**config.mk**
```make
export PLATFORM = sky130hd
export DESIGN_NAME = piso_shift_tx_flat
export DESIGN_NICKNAME = d
export VERILOG_FILES = /design/src/rtl/piso_pkg.sv /design/src/rtl/piso_shift_tx_if.sv /design/src/rtl/piso_bit_counter.sv /design/src/rtl/piso_shift_tx.sv /design/src/flat_wrapper.sv
export SDC_FILE = /design/constraint.sdc
export NUM_CORES = 1
export LEC_CHECK = 0
export ABC_CLOCK_PERIOD_IN_PS = 3900
export CAP_MARGIN = 20
export CORE_UTILIZATION = 45
export CTS_BUF_LIST = sky130_fd_sc_hd__clkbuf_8
export DETAILED_ROUTE_END_ITERATION = 6
export MAX_ROUTING_LAYER = met4
export PLACE_DENSITY = 0.81
export SETUP_SLACK_MARGIN = 0.3
export SLEW_MARGIN = 5
export SYNTH_ARGS = -nofsm -noshare
export SYNTH_HDL_FRONTEND = slang
export SYNTH_HIERARCHICAL = 1
export SYNTH_SLANG_ARGS = --single-unit
export TNS_END_PERCENT = 5
```
**constraint.sdc**
```tcl
create_clock -name clk -period 3.9 [get_ports clk]
set_clock_uncertainty 0.05 [all_clocks]
set_input_delay 0.78 -clock clk [delete_from_list [all_inputs] [get_ports clk]]
set_output_delay 0.78 -clock clk [all_outputs]
set_load 0.005 [all_outputs]
```
**src/rtl/piso_pkg.sv**
```systemverilog
// Shared types and helpers for the parallel-in serial-out transmitter.
// Holds the FSM state encoding and the bit-counter width function.
package piso_pkg;

  typedef enum logic {
    PISO_IDLE  = 1'b0,
    PISO_SHIFT = 1'b1
  } piso_state_e;

  function automatic int PISO_CNT_W(input int width);
    return $clog2(width);
  endfunction

endpackage

```
**src/rtl/piso_shift_tx_if.sv**
```systemverilog
// Word-in / bit-out signal bundle for piso_shift_tx.
// Handshake: a word moves on any falling clock edge that samples in_valid & in_ready both high;
// the producer holds in_valid/in_data stable until then, and in_ready never depends on in_valid.
interface piso_shift_tx_if
  import piso_pkg::*;
#(
  parameter int WIDTH = 8
);

  logic [WIDTH-1:0] in_data;
  logic             in_valid;
  logic             in_ready;
  logic             shift_en;
  logic             sout;
  logic             sout_valid;
  logic             sout_last;
  logic             busy;
  piso_state_e      dbg_state;

  modport master (
    output in_data,
    output in_valid,
    output shift_en,
    input  in_ready,
    input  sout,
    input  sout_valid,
    input  sout_last,
    input  busy,
    input  dbg_state
  );

  modport slave (
    input  in_data,
    input  in_valid,
    input  shift_en,
    output in_ready,
    output sout,
    output sout_valid,
    output sout_last,
    output busy,
    output dbg_state
  );

endinterface

```
**src/rtl/piso_bit_counter.sv**
```systemverilog
// Bit-position counter for one word: clears on load, counts enabled shifts,
// flags the last position and saturates there instead of wrapping.
module piso_bit_counter
  import piso_pkg::*;
#(
  parameter int WIDTH = 8,
  parameter int CNT_W = PISO_CNT_W(WIDTH)
) (
  input  logic             clk,
  input  logic             reset,
  input  logic             clr,
  input  logic             inc,
  output logic [CNT_W-1:0] cnt,
  output logic             term
);

  logic [CNT_W-1:0] cnt_q;
  logic [CNT_W-1:0] cnt_d;

  assign term = (cnt_q == CNT_W'(WIDTH - 1));
  assign cnt  = cnt_q;

  always_comb begin
    cnt_d = cnt_q;
    if (clr) begin
      cnt_d = '0;
    end else if (inc && !term) begin
      cnt_d = cnt_q + CNT_W'(1);
    end
  end

  always_ff @(negedge clk) begin
    if (reset) begin
      cnt_q <= '0;
    end else begin
      cnt_q <= cnt_d;
    end
  end

endmodule

```
**src/rtl/piso_shift_tx.sv**
```systemverilog
// Parallel-in serial-out transmitter: accepts a word on valid/ready and shifts it out
// one bit per enabled falling edge, streaming back-to-back words without an idle bit.
module piso_shift_tx
  import piso_pkg::*;
#(
  parameter int WIDTH     = 8,
  parameter bit MSB_FIRST = 1'b1
) (
  input  logic             clk,
  input  logic             reset,
  piso_shift_tx_if.slave   bus
);

  localparam int CNT_W = PISO_CNT_W(WIDTH);

  piso_state_e      state_q;
  piso_state_e      state_d;
  logic [WIDTH-1:0] shreg_q;
  logic [WIDTH-1:0] shreg_d;
  logic             sout_q;
  logic             sout_d;
  logic             sout_valid_q;
  logic             sout_valid_d;
  logic             sout_last_q;
  logic             sout_last_d;

  logic             cnt_clr;
  logic             cnt_inc;
  logic [CNT_W-1:0] bit_cnt;
  logic             cnt_term;

  logic             in_ready;
  logic             accept;
  logic [WIDTH-1:0] shreg_shifted;

  // The register always keeps the bit on the wire at its output end,
  // so the next bit is simply the output end of the shifted register.
  function automatic logic out_end(input logic [WIDTH-1:0] w);
    return MSB_FIRST ? w[WIDTH-1] : w[0];
  endfunction

  assign shreg_shifted = MSB_FIRST ? (shreg_q << 1) : (shreg_q >> 1);

  assign in_ready = !reset &&
                    ((state_q == PISO_IDLE) ||
                     ((state_q == PISO_SHIFT) && cnt_term && bus.shift_en));
  assign accept   = bus.in_valid && in_ready;

  piso_bit_counter #(
    .WIDTH (WIDTH),
    .CNT_W (CNT_W)
  ) u_bit_counter (
    .clk   (clk),
    .reset (reset),
    .clr   (cnt_clr),
    .inc   (cnt_inc),
    .cnt   (bit_cnt),
    .term  (cnt_term)
  );

  always_comb begin
    state_d      = state_q;
    shreg_d      = shreg_q;
    sout_d       = sout_q;
    sout_valid_d = sout_valid_q;
    sout_last_d  = sout_last_q;
    cnt_clr      = 1'b0;
    cnt_inc      = 1'b0;

    unique case (state_q)
      PISO_IDLE: begin
        if (accept) begin
          state_d      = PISO_SHIFT;
          shreg_d      = bus.in_data;
          sout_d       = out_end(bus.in_data);
          sout_valid_d = 1'b1;
          sout_last_d  = 1'b0;
          cnt_clr      = 1'b1;
        end else begin
          sout_d       = 1'b0;
          sout_valid_d = 1'b0;
          sout_last_d  = 1'b0;
        end
      end

      PISO_SHIFT: begin
        if (bus.shift_en) begin
          if (!cnt_term) begin
            shreg_d     = shreg_shifted;
            sout_d      = out_end(shreg_shifted);
            sout_last_d = (bit_cnt == CNT_W'(WIDTH - 2));
            cnt_inc     = 1'b1;
          end else if (accept) begin
            // Next word lands in the slot the last bit just vacated: no gap.
            shreg_d      = bus.in_data;
            sout_d       = out_end(bus.in_data);
            sout_valid_d = 1'b1;
            sout_last_d  = 1'b0;
            cnt_clr      = 1'b1;
          end else begin
            state_d      = PISO_IDLE;
            sout_d       = 1'b0;
            sout_valid_d = 1'b0;
            sout_last_d  = 1'b0;
          end
        end
      end

      default: begin
        state_d = PISO_IDLE;
      end
    endcase
  end

  always_ff @(negedge clk) begin
    if (reset) begin
      state_q      <= PISO_IDLE;
      shreg_q      <= '0;
      sout_q       <= 1'b0;
      sout_valid_q <= 1'b0;
      sout_last_q  <= 1'b0;
    end else begin
      state_q      <= state_d;
      shreg_q      <= shreg_d;
      sout_q       <= sout_d;
      sout_valid_q <= sout_valid_d;
      sout_last_q  <= sout_last_d;
    end
  end

  assign bus.in_ready   = in_ready;
  assign bus.sout       = sout_q;
  assign bus.sout_valid = sout_valid_q;
  assign bus.sout_last  = sout_last_q;
  assign bus.busy       = (state_q == PISO_SHIFT);
  assign bus.dbg_state  = state_q;

endmodule

```
**src/flat_wrapper.sv**
```systemverilog
// flat-port wrapper written by rule: the top's interface ports become plain ports
module piso_shift_tx_flat import piso_pkg::*;
#(
  parameter int WIDTH     = 8,
  parameter bit MSB_FIRST = 1'b1
)
  (clk, reset, bus_in_data, bus_in_valid, bus_shift_en, bus_in_ready, bus_sout, bus_sout_valid, bus_sout_last, bus_busy, bus_dbg_state);
  piso_shift_tx_if #(.WIDTH(WIDTH)) bus_i ();
  input  logic clk;
  input  logic reset;
  input wire logic [$bits(bus_i.in_data)-1:0] bus_in_data;
  input wire logic [$bits(bus_i.in_valid)-1:0] bus_in_valid;
  input wire logic [$bits(bus_i.shift_en)-1:0] bus_shift_en;
  output wire logic [$bits(bus_i.in_ready)-1:0] bus_in_ready;
  output wire logic [$bits(bus_i.sout)-1:0] bus_sout;
  output wire logic [$bits(bus_i.sout_valid)-1:0] bus_sout_valid;
  output wire logic [$bits(bus_i.sout_last)-1:0] bus_sout_last;
  output wire logic [$bits(bus_i.busy)-1:0] bus_busy;
  output wire logic [$bits(bus_i.dbg_state)-1:0] bus_dbg_state;
  assign bus_i.in_data = bus_in_data;
  assign bus_i.in_valid = bus_in_valid;
  assign bus_i.shift_en = bus_shift_en;
  assign bus_in_ready = bus_i.in_ready;
  assign bus_sout = bus_i.sout;
  assign bus_sout_valid = bus_i.sout_valid;
  assign bus_sout_last = bus_i.sout_last;
  assign bus_busy = bus_i.busy;
  assign bus_dbg_state = bus_i.dbg_state;
  piso_shift_tx #(.WIDTH(WIDTH), .MSB_FIRST(MSB_FIRST)) u_core (.clk(clk), .reset(reset), .bus(bus_i));
endmodule
```
==> impl_metrics.toml <==
[run_status]
status = "complete, but fails checks"
violations = "negative setup slack"

[placed_design]
hpwlAfterDp_um = 1140
dpl_cell_area_sq_um = 946
gp_congestion = 0.755
numPortBuffers = 17
post-place-ws_ns = -0.228

[power_and_ir_drop]
p_comb_frac = 0.178
seqPwrFrac = 0.397
cell_internal_pwr_w = 0.000283
ir_drop_uv = 291
total_power_w = 0.000407
pwr_density_cell_mw_per_mm2 = 382
switching_share = 0.305
switching_power_w = 0.000124
pwr-share-clk = 0.425
p_leak_nw = 0.498

[synthesis]
ys.flop_type = "dfxtp_1"
syn_inst = 71
yosys_warnings = 6
synth_seq_cells = 14
synth_common_cells = "dfxtp_1, nor2_1, a211oi_1, mux2i_1, o22ai_1"
synth_area_leaders = "dfxtp_1, a211oi_1, mux2i_1"
synth.most_common_cell = "dfxtp_1"
synth_nets = 85
synth_top_cell_area_share = 0.423
netlist_area_sq_um = 663
syn_area_per_cell_sq_um = 9.34
synth-edff-count = 0
synth_cell_types = 23
async_flop_share = 0
synth_seq_area_share = 0.423
synth_top_cell_by_area = "dfxtp_1"

[drt]
first_pass_iters = 4
drc = 0
drt-initial-drc-count = 20
drt-total-wl_um = 1820
drt-vias-per-instance = 5.32
ant_nets = 0
wl_per_cell_um = 14.2
vias = 681

[setup_path]
path_class = "reg2out"
worst_setup_path_end_kind = "primary output"
cp-start-kind = "flop"
worstPathArrival_ns = 3.20
crit_required_ns = 3.07
cp_max_fo = 2

[final_layout]
final_area_sq_mm = 0.00106
multi_input_comb_area_sq_um = 409
area_growth_pct = 60.6
fill_cells = 90
diodes = 0
nNetsFinal = 129
seq_area_sq_um = 288
drive_gt1_frac = 0.345

[global_routing]
grt_start_max_net_pins = 16
grt_use_total = 0.268
grt_pass1_wl_um = 2750
grt_pass1_vias = 674
grt-ovfl-total = 0
antenna_found_initial = 0

[clocking]
clkSinkCount = 14
clockBufferDepth = 2
cts_buffers = 3
cts-root-buf = "clkbuf_8"
clock_latency_ns = 0.31
cts_tree = "yes"
clk_pin_slew_worst_paths_ns = 0.03
cts.htree.levels = 1
hold_buffers = 0

[floorplan]
die_w_um = 40.4
die_area_sq_mm = 0.00163
start_util = 0.497
ios = 18
row_count = 13
die_h_um = 40.4
core-area_sq_mm = 0.00133

[sta]
drv_slew = 0
tightest_slew_ns = 0.282
worst_slack_ns = -0.131
tns_ns = -0.131
hold_violations = 0
setup_violations = 1
max-slew-margin-rel = 0.810
rsz0062_at_grt = "true"

[hold_path]
hold_path.class = "reg2reg"

[job]
cap_violations = 0
==> cell type report <==
cell class / instances / area share
Clock buffer: 3 / 0.0388
Clock inverter: 14 / 0.0494
Inverter: 1 / 0.00353
Multi-Input combinational cell: 51 / 0.384
Sequential cell: 14 / 0.270
Tap cell: 15 / 0.0176
Timing Repair Buffer: 30 / 0.236
==> metal layers <==
metal	track usage	vias to the layer above	part of all wire
met5	-	-	0
met4	0.117	0	0
met3	0.106	0	0.053
met2	0.476	20	0.52
met1	0.251	321	0.42
li1	-	340	-
==> registers in the layout, summed over array words and instances (netlist names) <==
signal / cells
u_core/bus.busy: 1
u_core/bus.sout: 1
u_core/u_bit_counter/cnt: 3
u_core/shreg_q: 7
u_core/bus.sout_last: 1
u_core/bus.sout_valid: 1
==> worst max-delay path: stages (launching register included) <==
cell      delay (ns)
dfxtp_2         0.33
ha_4            0.16
ha_4            0.16
a21boi_4        0.14
nor2_2          0.04
buf_2           0.12
==> cell usage in the layout (no fill, tap or decap) <==
| master | synthesis | final |
|---|---|---|
| xnor2_1 | 1 | 1 |
| inv_1 | 3 | 15 |
| o21ai_0 | 1 | 1 |
| dfxtp_1 | 14 | 8 |
| dfxtp_2 | 0 | 6 |
| nor2b_2 | 1 | 1 |
| clkbuf_8 | 0 | 3 |
| buf_4 | 2 | 12 |
| o22ai_1 | 5 | 5 |
| o21ai_2 | 0 | 1 |
| nand2_1 | 1 | 1 |
| nor2_1 | 12 | 10 |
| nor2_2 | 0 | 2 |
| a21oi_4 | 1 | 1 |
| nor2b_4 | 1 | 1 |
| buf_6 | 0 | 3 |
| nor4bb_1 | 1 | 1 |
| nand3b_1 | 2 | 2 |
| nand2b_1 | 3 | 1 |
| clkdlybuf4s50_1 | 0 | 9 |
| nor3_1 | 3 | 3 |
| a21boi_4 | 0 | 1 |
| ha_4 | 0 | 2 |
| buf_2 | 0 | 4 |
| a211oi_1 | 7 | 7 |
| dlygate4sd2_1 | 0 | 2 |
| a21oi_1 | 2 | 2 |
| nor3b_1 | 1 | 1 |
| mux2i_1 | 5 | 5 |
| nand2b_4 | 0 | 2 |
==> path summary, 6_finish.rpt <==
check	startpoint	to	slack (ns)	cells after the start
min	u_core/bus.sout_valid	u_core/bus.sout_valid	0.45	2
min reg2reg	u_core/bus.sout_valid	u_core/bus.sout_valid	0.45	2
max	u_core/u_bit_counter/cnt[1]	bus_in_ready	-0.13	5
max reg2reg	u_core/u_bit_counter/cnt[1]	u_core/shreg_q[3]	2.12	7
==> power groups by stage <==
stage / clock [W] / sequential (W) / combinational (W)
3_5_place_dp: 0.0000253 / 0.000162 / 0.0000670
3_3_place_gp: 0.0000253 / 0.000161 / 0.0000659
6_report: 0.000173 / 0.000162 / 0.0000725
5_1_grt: 0.000202 / 0.000162 / 0.0000782
2_1_floorplan: 0.0000253 / 0.000162 / 0.0000347
4_1_cts: 0.000183 / 0.000161 / 0.0000707
==> what timing repair did <==
item,CTS,global route
endpoints found under the hold margin,0,0
setup buffers,2,0
pin swaps,4,2
setup endpoints to repair,18,15
resized for setup,32,6
==> per-stage QoR <==
stage / instances / hold slack (ns) / util
6_report: 128 / 0.448 / 0.798
5_1_grt: 128 / 0.473 / 0.798
4_1_cts: 128 / 0.437 / 0.796
3_5_place_dp: 111 / 0.418 / 0.709
3_3_place_gp: 111 / 0.406 / 0.709
2_1_floorplan: 71 / 0.396 / -
==> cell families (layout without fill, tap and decap cells) <==
kind of cell | count (synthesis) | in the layout | synth area share
fa+ha+maj | 2 | 2 | 0.0377
xor+xnor | 1 | 1 | 0.0132
buf+inv | 6 | 48 | 0.0453
compound gates | 18 | 18 | 0.198
simple gates | 25 | 25 | 0.208
mux | 5 | 5 | 0.0755
flops | 14 | 14 | 0.423
Note: power is estimated with default switching activity, not from simulation.
